### src/rtl/adjust_color_pkg.sv
// Shared types and constants for the HSV colour-adjust pipeline and its stream adapters.
package adjust_color_pkg;

   localparam int ADJ_LATENCY = 26;
   localparam int PIX_W       = 24;

   typedef struct packed {
      logic sof;
      logic eol;
   } sband_t;

   typedef struct packed {
      sband_t           sb;
      logic [PIX_W-1:0] pixel;
   } fifo_word_t;

endpackage

### src/rtl/adjust_color_stream_out_fifo.sv
// First-word-fall-through synchronous FIFO; a push into a full FIFO is accepted only when a pop
// frees the slot in the same cycle.
module sync_fifo_fwft #(
   parameter int WIDTH = 26,
   parameter int DEPTH = 64
) (
   input  logic                   clk,
   input  logic                   rst,
   input  logic                   push,
   input  logic [WIDTH-1:0]       wdata,
   input  logic                   pop,
   output logic [WIDTH-1:0]       rdata,
   output logic                   full,
   output logic                   empty,
   output logic [$clog2(DEPTH):0] count
);

   localparam int AW = $clog2(DEPTH);

   logic [WIDTH-1:0] mem [DEPTH];
   logic [AW-1:0]    wr_ptr;
   logic [AW-1:0]    rd_ptr;
   logic             do_push;
   logic             do_pop;

   assign full    = (count == (AW+1)'(DEPTH));
   assign empty   = (count == '0);
   assign do_pop  = pop && !empty;
   assign do_push = push && (!full || do_pop);
   assign rdata   = mem[rd_ptr];

   always_ff @(posedge clk) begin
      if (do_push) mem[wr_ptr] <= wdata;
   end

   always_ff @(posedge clk or posedge rst) begin
      if (rst) begin
         wr_ptr <= '0;
         rd_ptr <= '0;
         count  <= '0;
      end else begin
         if (do_push) wr_ptr <= wr_ptr + AW'(1);
         if (do_pop)  rd_ptr <= rd_ptr + AW'(1);
         count <= count + (AW+1)'(do_push) - (AW+1)'(do_pop);
      end
   end

endmodule

### src/rtl/adjust_color_stream_out.sv
// Output adapter for the colour-adjust pipeline: credit flow control, sof/eol delay line, FWFT buffer.
// Optional ADJUST_COLOR_STATS_EN adds sticky ovf_err/align_err and a per-frame pixel counter.
module adjust_color_stream_out
   import adjust_color_pkg::*;
#(
   parameter int DATA_W     = PIX_W,
   parameter int LATENCY    = ADJ_LATENCY,
   parameter int FIFO_DEPTH = 64
) (
   input  logic              clk,
   input  logic              reset,
   input  logic              src_valid,
   input  logic              src_sof,
   input  logic              src_eol,
   output logic              src_ready,
   input  logic [DATA_W-1:0] res_data,
   input  logic              res_valid,
   output logic [DATA_W-1:0] m_data,
   output logic              m_user,
   output logic              m_last,
   output logic              m_valid,
   input  logic              m_ready
`ifdef ADJUST_COLOR_STATS_EN
   ,
   output logic              ovf_err,
   output logic              align_err,
   output logic [31:0]       frame_pix_cnt
`endif
);

   localparam int FW     = $clog2(LATENCY + 1);
   localparam int CW     = $clog2(FIFO_DEPTH + 1);
   localparam int WORD_W = $bits(sband_t) + DATA_W;

   typedef struct packed {
      logic   valid;
      sband_t sb;
   } dly_t;

   logic [FW-1:0]             flush_cnt;
   logic                      flushing;
   logic [CW-1:0]             credits;
   logic                      accept;
   logic                      pop;
   logic                      push;
   logic                      credit_inc;
   dly_t                      sband_dly [LATENCY];
   dly_t                      tail;
   logic [WORD_W-1:0]         rdata;
   logic                      full;
   logic                      empty;
   logic [$clog2(FIFO_DEPTH):0] fifo_count;

   assign flushing   = (flush_cnt != '0);
   assign src_ready  = (credits != '0) && !flushing;
   assign accept     = src_valid && src_ready;
   assign pop        = m_valid && m_ready;
   assign credit_inc = pop && (credits != CW'(FIFO_DEPTH));
   assign tail       = sband_dly[LATENCY-1];
   assign push       = res_valid && !flushing;

   // Flush window: results emerging right after reset belong to pixels issued before it.
   always_ff @(posedge clk or posedge reset) begin
      if (reset)         flush_cnt <= FW'(LATENCY);
      else if (flushing) flush_cnt <= flush_cnt - FW'(1);
   end

   always_ff @(posedge clk or posedge reset) begin
      if (reset)                          credits <= CW'(FIFO_DEPTH);
      else if (accept && !credit_inc)     credits <= credits - CW'(1);
      else if (credit_inc && !accept)     credits <= credits + CW'(1);
   end

   // Sideband stage 0..LATENCY-1: mirrors the pipeline depth so the tail meets res_valid.
   always_ff @(posedge clk or posedge reset) begin
      if (reset) begin
         for (int i = 0; i < LATENCY; i++) sband_dly[i] <= '0;
      end else begin
         sband_dly[0] <= '{valid: src_valid,
                           sb: '{sof: src_sof & src_valid, eol: src_eol & src_valid}};
         for (int i = 1; i < LATENCY; i++) sband_dly[i] <= sband_dly[i-1];
      end
   end

   // Output buffer stage: word = {sof, eol, pixel}.
   sync_fifo_fwft #(
      .WIDTH (WORD_W),
      .DEPTH (FIFO_DEPTH)
   ) u_fifo (
      .clk   (clk),
      .rst   (reset),
      .push  (push),
      .wdata ({tail.sb, res_data}),
      .pop   (pop),
      .rdata (rdata),
      .full  (full),
      .empty (empty),
      .count (fifo_count)
   );

   assign m_valid = !empty;
   assign {m_user, m_last, m_data} = empty ? '0 : rdata;

`ifdef ADJUST_COLOR_STATS_EN
   logic [31:0] pix_run;
   logic        unused_sig;

   assign unused_sig = ^fifo_count;

   always_ff @(posedge clk or posedge reset) begin
      if (reset) begin
         ovf_err       <= 1'b0;
         align_err     <= 1'b0;
         frame_pix_cnt <= '0;
         pix_run       <= '0;
      end else begin
         if (push && full && !pop)                 ovf_err   <= 1'b1;
         if (!flushing && (tail.valid != res_valid)) align_err <= 1'b1;
         if (pop) begin
            if (m_user) begin
               frame_pix_cnt <= pix_run;
               pix_run       <= 32'd1;
            end else begin
               pix_run       <= pix_run + 32'd1;
            end
         end
      end
   end
`else
   logic unused_sig;
   assign unused_sig = ^{full, fifo_count, tail.valid};
`endif

endmodule

### config.mk
export PLATFORM = sky130hd
export DESIGN_NAME = adjust_color_stream_out
export DESIGN_NICKNAME = d
export VERILOG_FILES = /design/src/rtl/adjust_color_pkg.sv /design/src/rtl/adjust_color_stream_out_fifo.sv /design/src/rtl/adjust_color_stream_out.sv
export SDC_FILE = /design/constraint.sdc
export NUM_CORES = 2
export LEC_CHECK = 0
export CAP_MARGIN = 20
export CELL_PAD_IN_SITES_DETAIL_PLACEMENT = 0
export CELL_PAD_IN_SITES_GLOBAL_PLACEMENT = 2
export CORE_MARGIN = 3
export CORE_UTILIZATION = 45
export CTS_CLUSTER_DIAMETER = 30
export DETAILED_ROUTE_END_ITERATION = 10
export GPL_ROUTABILITY_DRIVEN = 1
export MAX_ROUTING_LAYER = met4
export PLACE_DENSITY = 0.83
export SLEW_MARGIN = 15
export SYNTH_ARGS = -nofsm -noshare
export SYNTH_HDL_FRONTEND = slang
export SYNTH_SLANG_ARGS = --single-unit
### constraint.sdc
create_clock -name clk -period 4.34 [get_ports clk]
set_input_delay 0.434 -clock clk [delete_from_list [all_inputs] [get_ports clk]]
set_output_delay 0.434 -clock clk [all_outputs]
set_load 0.01 [all_outputs]
# [After elaboration in Yosys (flattened, before gate mapping)]
# Memories as Yosys holds them, arrays and structs flattened.
# Cells that the tools add are included.
[word_totals] register_bits=83 ram_bits=1664 inputBits=31 n_memories=1
[op_classes] addsub=7 n_eq_ne=2 muxes=5 bitwise_logic=2 n_reduce_logical=19
[memory_table] memory="u_fifo.mem" depth=64 width=26 read_ports=1 rd_clocked_by_memory_dff=0 wr=1 line_no="adjust_color_stream_out_fifo.sv:20" text="logic [WIDTH-1:0] mem [DEPTH];"
[ops] cell="$mux 26" n=1
[ops] cell="$mux 7" n=2
[ops] cell="$add 6x1->6 const B" n=2
[ops] cell="$logic_and 1x1->1" n=9
[ops] cell="$add 7x1->7" n=1
[ops] cell="$add 7x1->7 const B" n=1
[ops] cell="$eq 7x7->1 const B" n=1
[ops] cell="$logic_not 7->1" n=1
[ops] cell="$ne 7x7->1 const B" n=1
[ops] cell="$reduce_bool 7->1" n=1
[ops] cell="$sub 7x1->7" n=1
[ops] cell="$sub 7x1->7 const B" n=1
[ops] cell="$logic_not 1->1" n=5
[ops] cell="$reduce_bool 5->1" n=1
[ops] cell="$sub 5x1->5 const B" n=1
[ops] cell="$and 1x1->1" n=2
[ops] cell="$mux 1" n=2
[ops] cell="$reduce_bool 2->1" n=1
[ops] cell="$logic_or 1x1->1" n=1

# [Depth between registers and ports, before layout]
[depth] ltp_word=8 depth_mapped=16 depth_no_buf=15

# [Cells and area by module]
# Synthesis repeated with hierarchy kept, for this count alone.
[unflattened] hier_cells=3239 area_unflattened_um2=67175.7
[by_module_without_submodules] module="sync_fifo_fwft" n_inst=1 cells_per_inst=3071 area_per_inst_um2=64852.2
[by_module_without_submodules] module="adjust_color_stream_out" n_inst=1 cells_per_inst=168 area_per_inst_um2=2323.5

# [Worst setup path before layout]
# OpenSTA, ideal clock, no wires.
[synth_path] path_kind="register to register" from="register flush_cnt[0]" to="memory u_fifo.mem[59][0], enable pin" setup_ns=0.409 arrival_ns=2.903 setup_slack_ns=1.028 stages_incl_launch_ff=9 cell_sequence="dfrtp_1 -> inv_1 -> ha_1 -> nor4b_4 -> o311a_1 -> buf_2 -> and2b_1 -> nand3_1 -> nor2_1"
[synth_between] elab_chain_len=6
[synth_lines] element="start, declared" line_no="adjust_color_stream_out.sv:40" text="logic [FW-1:0] flush_cnt;"
[synth_lines] element="start signal, assigned" line_no="adjust_color_stream_out.sv:64" text="if (reset) flush_cnt <= FW'(LATENCY);"
[synth_lines] element="start signal, assigned" line_no="adjust_color_stream_out.sv:65" text="else if (flushing) flush_cnt <= flush_cnt - FW'(1);"
[synth_lines] element="$reduce_bool 5->1" line_no="adjust_color_stream_out.sv:54" text="assign flushing = (flush_cnt != '0);"
[synth_lines] element="$logic_not 1->1" line_no="adjust_color_stream_out.sv:60" text="assign push = res_valid && !flushing;"
[synth_lines] element="$logic_and 1x1->1" line_no="adjust_color_stream_out.sv:60"
[synth_lines] element="$logic_and 1x1->1" line_no="adjust_color_stream_out_fifo.sv:29" text="assign do_push = push && (!full || do_pop);"
[synth_lines] element="net u_fifo.do_push" line_no="adjust_color_stream_out_fifo.sv:23" text="logic do_push;"
[synth_lines] element="$mux 1" line_no="adjust_color_stream_out_fifo.sv:33" text="if (do_push) mem[wr_ptr] <= wdata;"
[synth_lines] element="$mux 1 (implied by the code)" line_no="adjust_color_stream_out_fifo.sv:33"
[synth_lines] element="end, declared" line_no="adjust_color_stream_out_fifo.sv:20"
# The timed path passes the listed nets, and every way through them passes these cells.

# [Worst setup path in the final report]
[layout_path] from="register u_fifo.rd_ptr[1]" to="output port m_data[22]"
[layout_between] elab_chain_len=2
[layout_lines] element="start, declared" line_no="adjust_color_stream_out_fifo.sv:22" text="logic [AW-1:0] rd_ptr;"
[layout_lines] element="start signal, assigned" line_no="adjust_color_stream_out_fifo.sv:43" text="if (do_pop) rd_ptr <= rd_ptr + AW'(1);"
[layout_lines] element="$mem_v2 64x26"
[layout_lines] element="$mux 26" line_no="adjust_color_stream_out.sv:102" text="assign {m_user, m_last, m_data} = empty ? '0 : rdata;"
[layout_lines] element="end, declared" line_no="adjust_color_stream_out.sv:18" text="output logic [DATA_W-1:0] m_data,"
# No other way between the ends.

==> flow_metrics.py <==
metrics = {
    "die": {
        "fp.dieH_um": 391,
        "die_w_um": 391,
        "core_area_um2": 147000,
        "rows": 140,
        "dieArea_um2": 153000,
        "start_util_pct": 45.6,
        "io_pins": 59,
    },
    "pwr": {
        "p_seq_share_pct": 33.5,
        "finalPower_mw": 58.5,
        "ir_worst_vdd_mv": 0.423,
        "pwr-share-clk_pct": 38.5,
        "p_int_mw": 41.2,
        "swShare_pct": 29.6,
        "combPwrFrac_pct": 27.9,
        "p_leak_nw": 27.1,
        "switchingPower_mw": 17.3,
        "p_per_area_nw_per_um2": 712,
    },
    "route": {
        "wirelength_um": 176000,
        "vias": 33900,
        "wl_met1_um": 67700,
        "vias_per_cell": 6.13,
        "drc": 0,
        "routed-wl-met2_um": 84700,
        "post_drt_wl_per_cell_um": 31.9,
        "route.antenna.remaining_nets": 0,
        "wl_met3_um": 18800,
        "drt_first_iter_violations": 4687,
        "drt_pass1_iterations": 5,
        "maxUsedRoutingLayer": "met4",
    },
    "worst_setup_path": {
        "reg2regPathDepth": 14,
        "cp_max_fo": 8,
        "reg2reg_from": "u_fifo.count[4]$_DFF_PP0_",
        "regToRegEndpoint": "credits[6]$_DFFE_PP1P_",
        "crit_arrival_ns": 3.93,
        "criticalPathCategory": "register to primary output",
        "critPathRequiredTime_ns": 3.91,
        "crit_path_start_kind": "register",
        "worst_setup_path_end_kind": "primary output",
        "r2r_slack_ns": 0.56,
    },
    "synth": {
        "syn_area_per_cell_um2": 22.9,
        "synth_fa_ha_area_share_pct": 0.416,
        "ys_ff_latch": 1747,
        "synth_top_family_by_area": "multiplexers",
        "synth_area_um2": 66800,
        "syn_nets": 2975,
        "synth_compound_area_share_pct": 1.89,
        "syn_inst": 2923,
        "yosys.area_share.simple_pct": 1.36,
        "synth_xor_area_share_pct": 0.315,
        "synth_edf_count": 1664,
        "synth_top_area_share_pct": 74.8,
        "synth.area.top_cells": "edfxtp_1, mux4_2, dfrtp_1, mux2i_1, nor2_1",
        "synth_cell_types": 54,
        "synthMuxAreaShare_pct": 16.7,
        "ys_seq_area_share_pct": 77.9,
        "ys_warn_count": 0,
        "synth_top_cell_by_area": "edfxtp_1",
        "async_reset_ff_share_pct": 4.75,
        "ys.flop_type": "edfxtp_1",
    },
    "placed_design": {
        "post-place-ws_ns": 0.247,
        "placed_cell_area_um2": 71500,
        "hpwl_um": 91900,
        "place_congestion": 0.797,
        "io_buffers": 58,
        "dp.cells": 4946,
    },
    "clock_tree": {
        "cts_tree": "built",
        "cts_inserted_buffers": 301,
        "root_buffer": "clkbuf_16",
        "clock_path_buffers": 4,
        "path_clk_slew_ns": 0.05,
        "htreeDepth": 5,
        "clock-sinks": 1747,
        "insertion_delay_ns": 0.88,
    },
    "finish": {
        "area.growth.synth_to_final_pct": 23.0,
        "final_common_cell": "edfxtp_1",
        "fin_cells": 5521,
        "nNetsFinal": 3429,
        "drive_gt1_share_pct": 36.3,
        "design_area_um2": 82200,
        "final_cell_mix": "edfxtp_1, mux4_2, clkbuf_16",
    },
    "timing": {
        "fmax_ghz": 0.229,
        "post-route-period-util_pct": 100,
        "worst_slack_ns": -0.0214,
        "slew_headroom_pct": 40.5,
        "rsz0062_at_grt": "yes",
        "worstMarginPinSlew_ns": 0.889,
        "post-route-min-period_ns": 4.36,
        "slew_viol_final": 0,
        "finClkSkew_ns": 0.0355,
        "setup_viol": 1,
        "finalHoldViolCount": 0,
    },
    "status": {
        "status": "finished, violations left",
        "violations": "negative setup slack",
    },
    "global_route": {
        "grt_max_degree": 65,
        "antenna_found_initial": 11,
        "grt_overflow_total": 0,
        "track_usage_pct": 23.8,
        "grt_pass1_wl_um": 250000,
        "grt_pass1_vias": 34100,
    },
    "worst_hold_path": {
        "hold_depth": 1,
        "hp-class": "primary input to register",
        "whs_endpoint": "u_fifo.mem[4][16]$_DFFE_PP_",
        "hp-start": "res_data[16]",
    },
    "flow_run": {
        "cap_violations": 0,
    },
}
worst max-delay path: stages, from the launching register on:
cell and delay [ns]:
dfrtp_4 0.46, buf_12 0.13, buf_12 0.15, buf_4 0.17
mux4_2 0.50, mux4_2 0.50, o211ai_1 0.62, o21ai_1 0.19
dlygate4sd2_1 0.34
state kept, by name (all words and copies together), names as in the netlist:
register	count
credits	7
u_fifo.rd_ptr	6
u_fifo.wr_ptr	6
u_fifo.count	7
sband_dly	52
u_fifo.mem	1664
flush_cnt	5
worst max path at each step:
stage                                 startpoint                          end  slack [ns]  cells past startpoint
floorplan               flush_cnt[0]$_DFFE_PP0P_  u_fifo.mem[59][0]$_DFFE_PP_        1.03                      8
global placement    u_fifo.rd_ptr[1]$_DFFE_PP0N_                    m_data[0]        0.24                      7
detailed placement  u_fifo.rd_ptr[1]$_DFFE_PP0N_                    m_data[0]        0.25                      7
CTS                 u_fifo.rd_ptr[0]$_DFFE_PP0N_                    m_data[0]       -0.06                      8
global route        u_fifo.rd_ptr[1]$_DFFE_PP0N_                   m_data[22]       -0.01                     10
finish              u_fifo.rd_ptr[1]$_DFFE_PP0N_                   m_data[22]       -0.02                      8
cell families (layout without fill, tap and decap cells):
group / count (synthesis) / count (layout)
DFF: 1747 / 1747
muxes: 556 / 556
and+or+nand+nor: 200 / 200
AOI/OAI and AO/OA: 199 / 199
buffers and inverters: 176 / 853
xor gates and xnor gates: 24 / 24
adders and majority gates: 21 / 21
other: 0 / 4
per-layer routing:
layer  vias up  global-route usage [%]
met3       339                    5.20
met5         -                       -
met2      2109                    35.9
li1      13400                       -
met1     18100                    32.6
met4         0                    7.52
what timing repair did:
action,4_1_cts,5_1_grt
setup endpoints to repair,26,12
cloned,7,4
setup buffers,22,7
hold buffers,1,1
pin swaps,9,7
endpoints found under the hold margin,34,15
resized for setup,70,18
power by group through the flow:
stage | clock, mW | combinational [mW] | sequential, mW
5_1_grt | 23.6 | 17.2 | 19.7
3_3_place_gp | 0 | 14.9 | 20.1
3_5_place_dp | 0 | 15.0 | 20.1
2_1_floorplan | 0 | 9.41 | 19.7
4_1_cts | 22.8 | 16.2 | 19.6
6_report | 22.6 | 16.4 | 19.6
layout make-up:
cell class | instances | area [µm²]
Fill cell | 10400 | 64400
Sequential cell | 1747 | 52100
Multi-Input combinational cell | 1000 | 14400
Clock buffer | 336 | 7820
Timing Repair Buffer | 307 | 3470
Tap cell | 1917 | 2400
Clock inverter | 190 | 1890
Inverter | 20 | 76.3
Antenna cell | 4 | 10.0
stage by stage:
step           TNS (ns)  hold WS, ns  util [%]
3_3_place_gp          0        0.332      48.7
3_5_place_dp          0        0.335      48.7
2_1_floorplan         0        0.331         -
4_1_cts         -0.0627       0.0283      55.8
5_1_grt         -0.0178       0.0251      56.1
6_report        -0.0214       0.0379      56.1
cell usage after synthesis, drive strengths merged (19+ instances only):
cell and number:
dfrtp 79, o21ai 61, nor2 112, a21oi 38, nand2 36, mux4 444
inv 20, mux2i 94, clkbuf 45, edfxtp 1664, ha 19, buf 111
a22oi 19
Power figures use the tool's default switching activity.
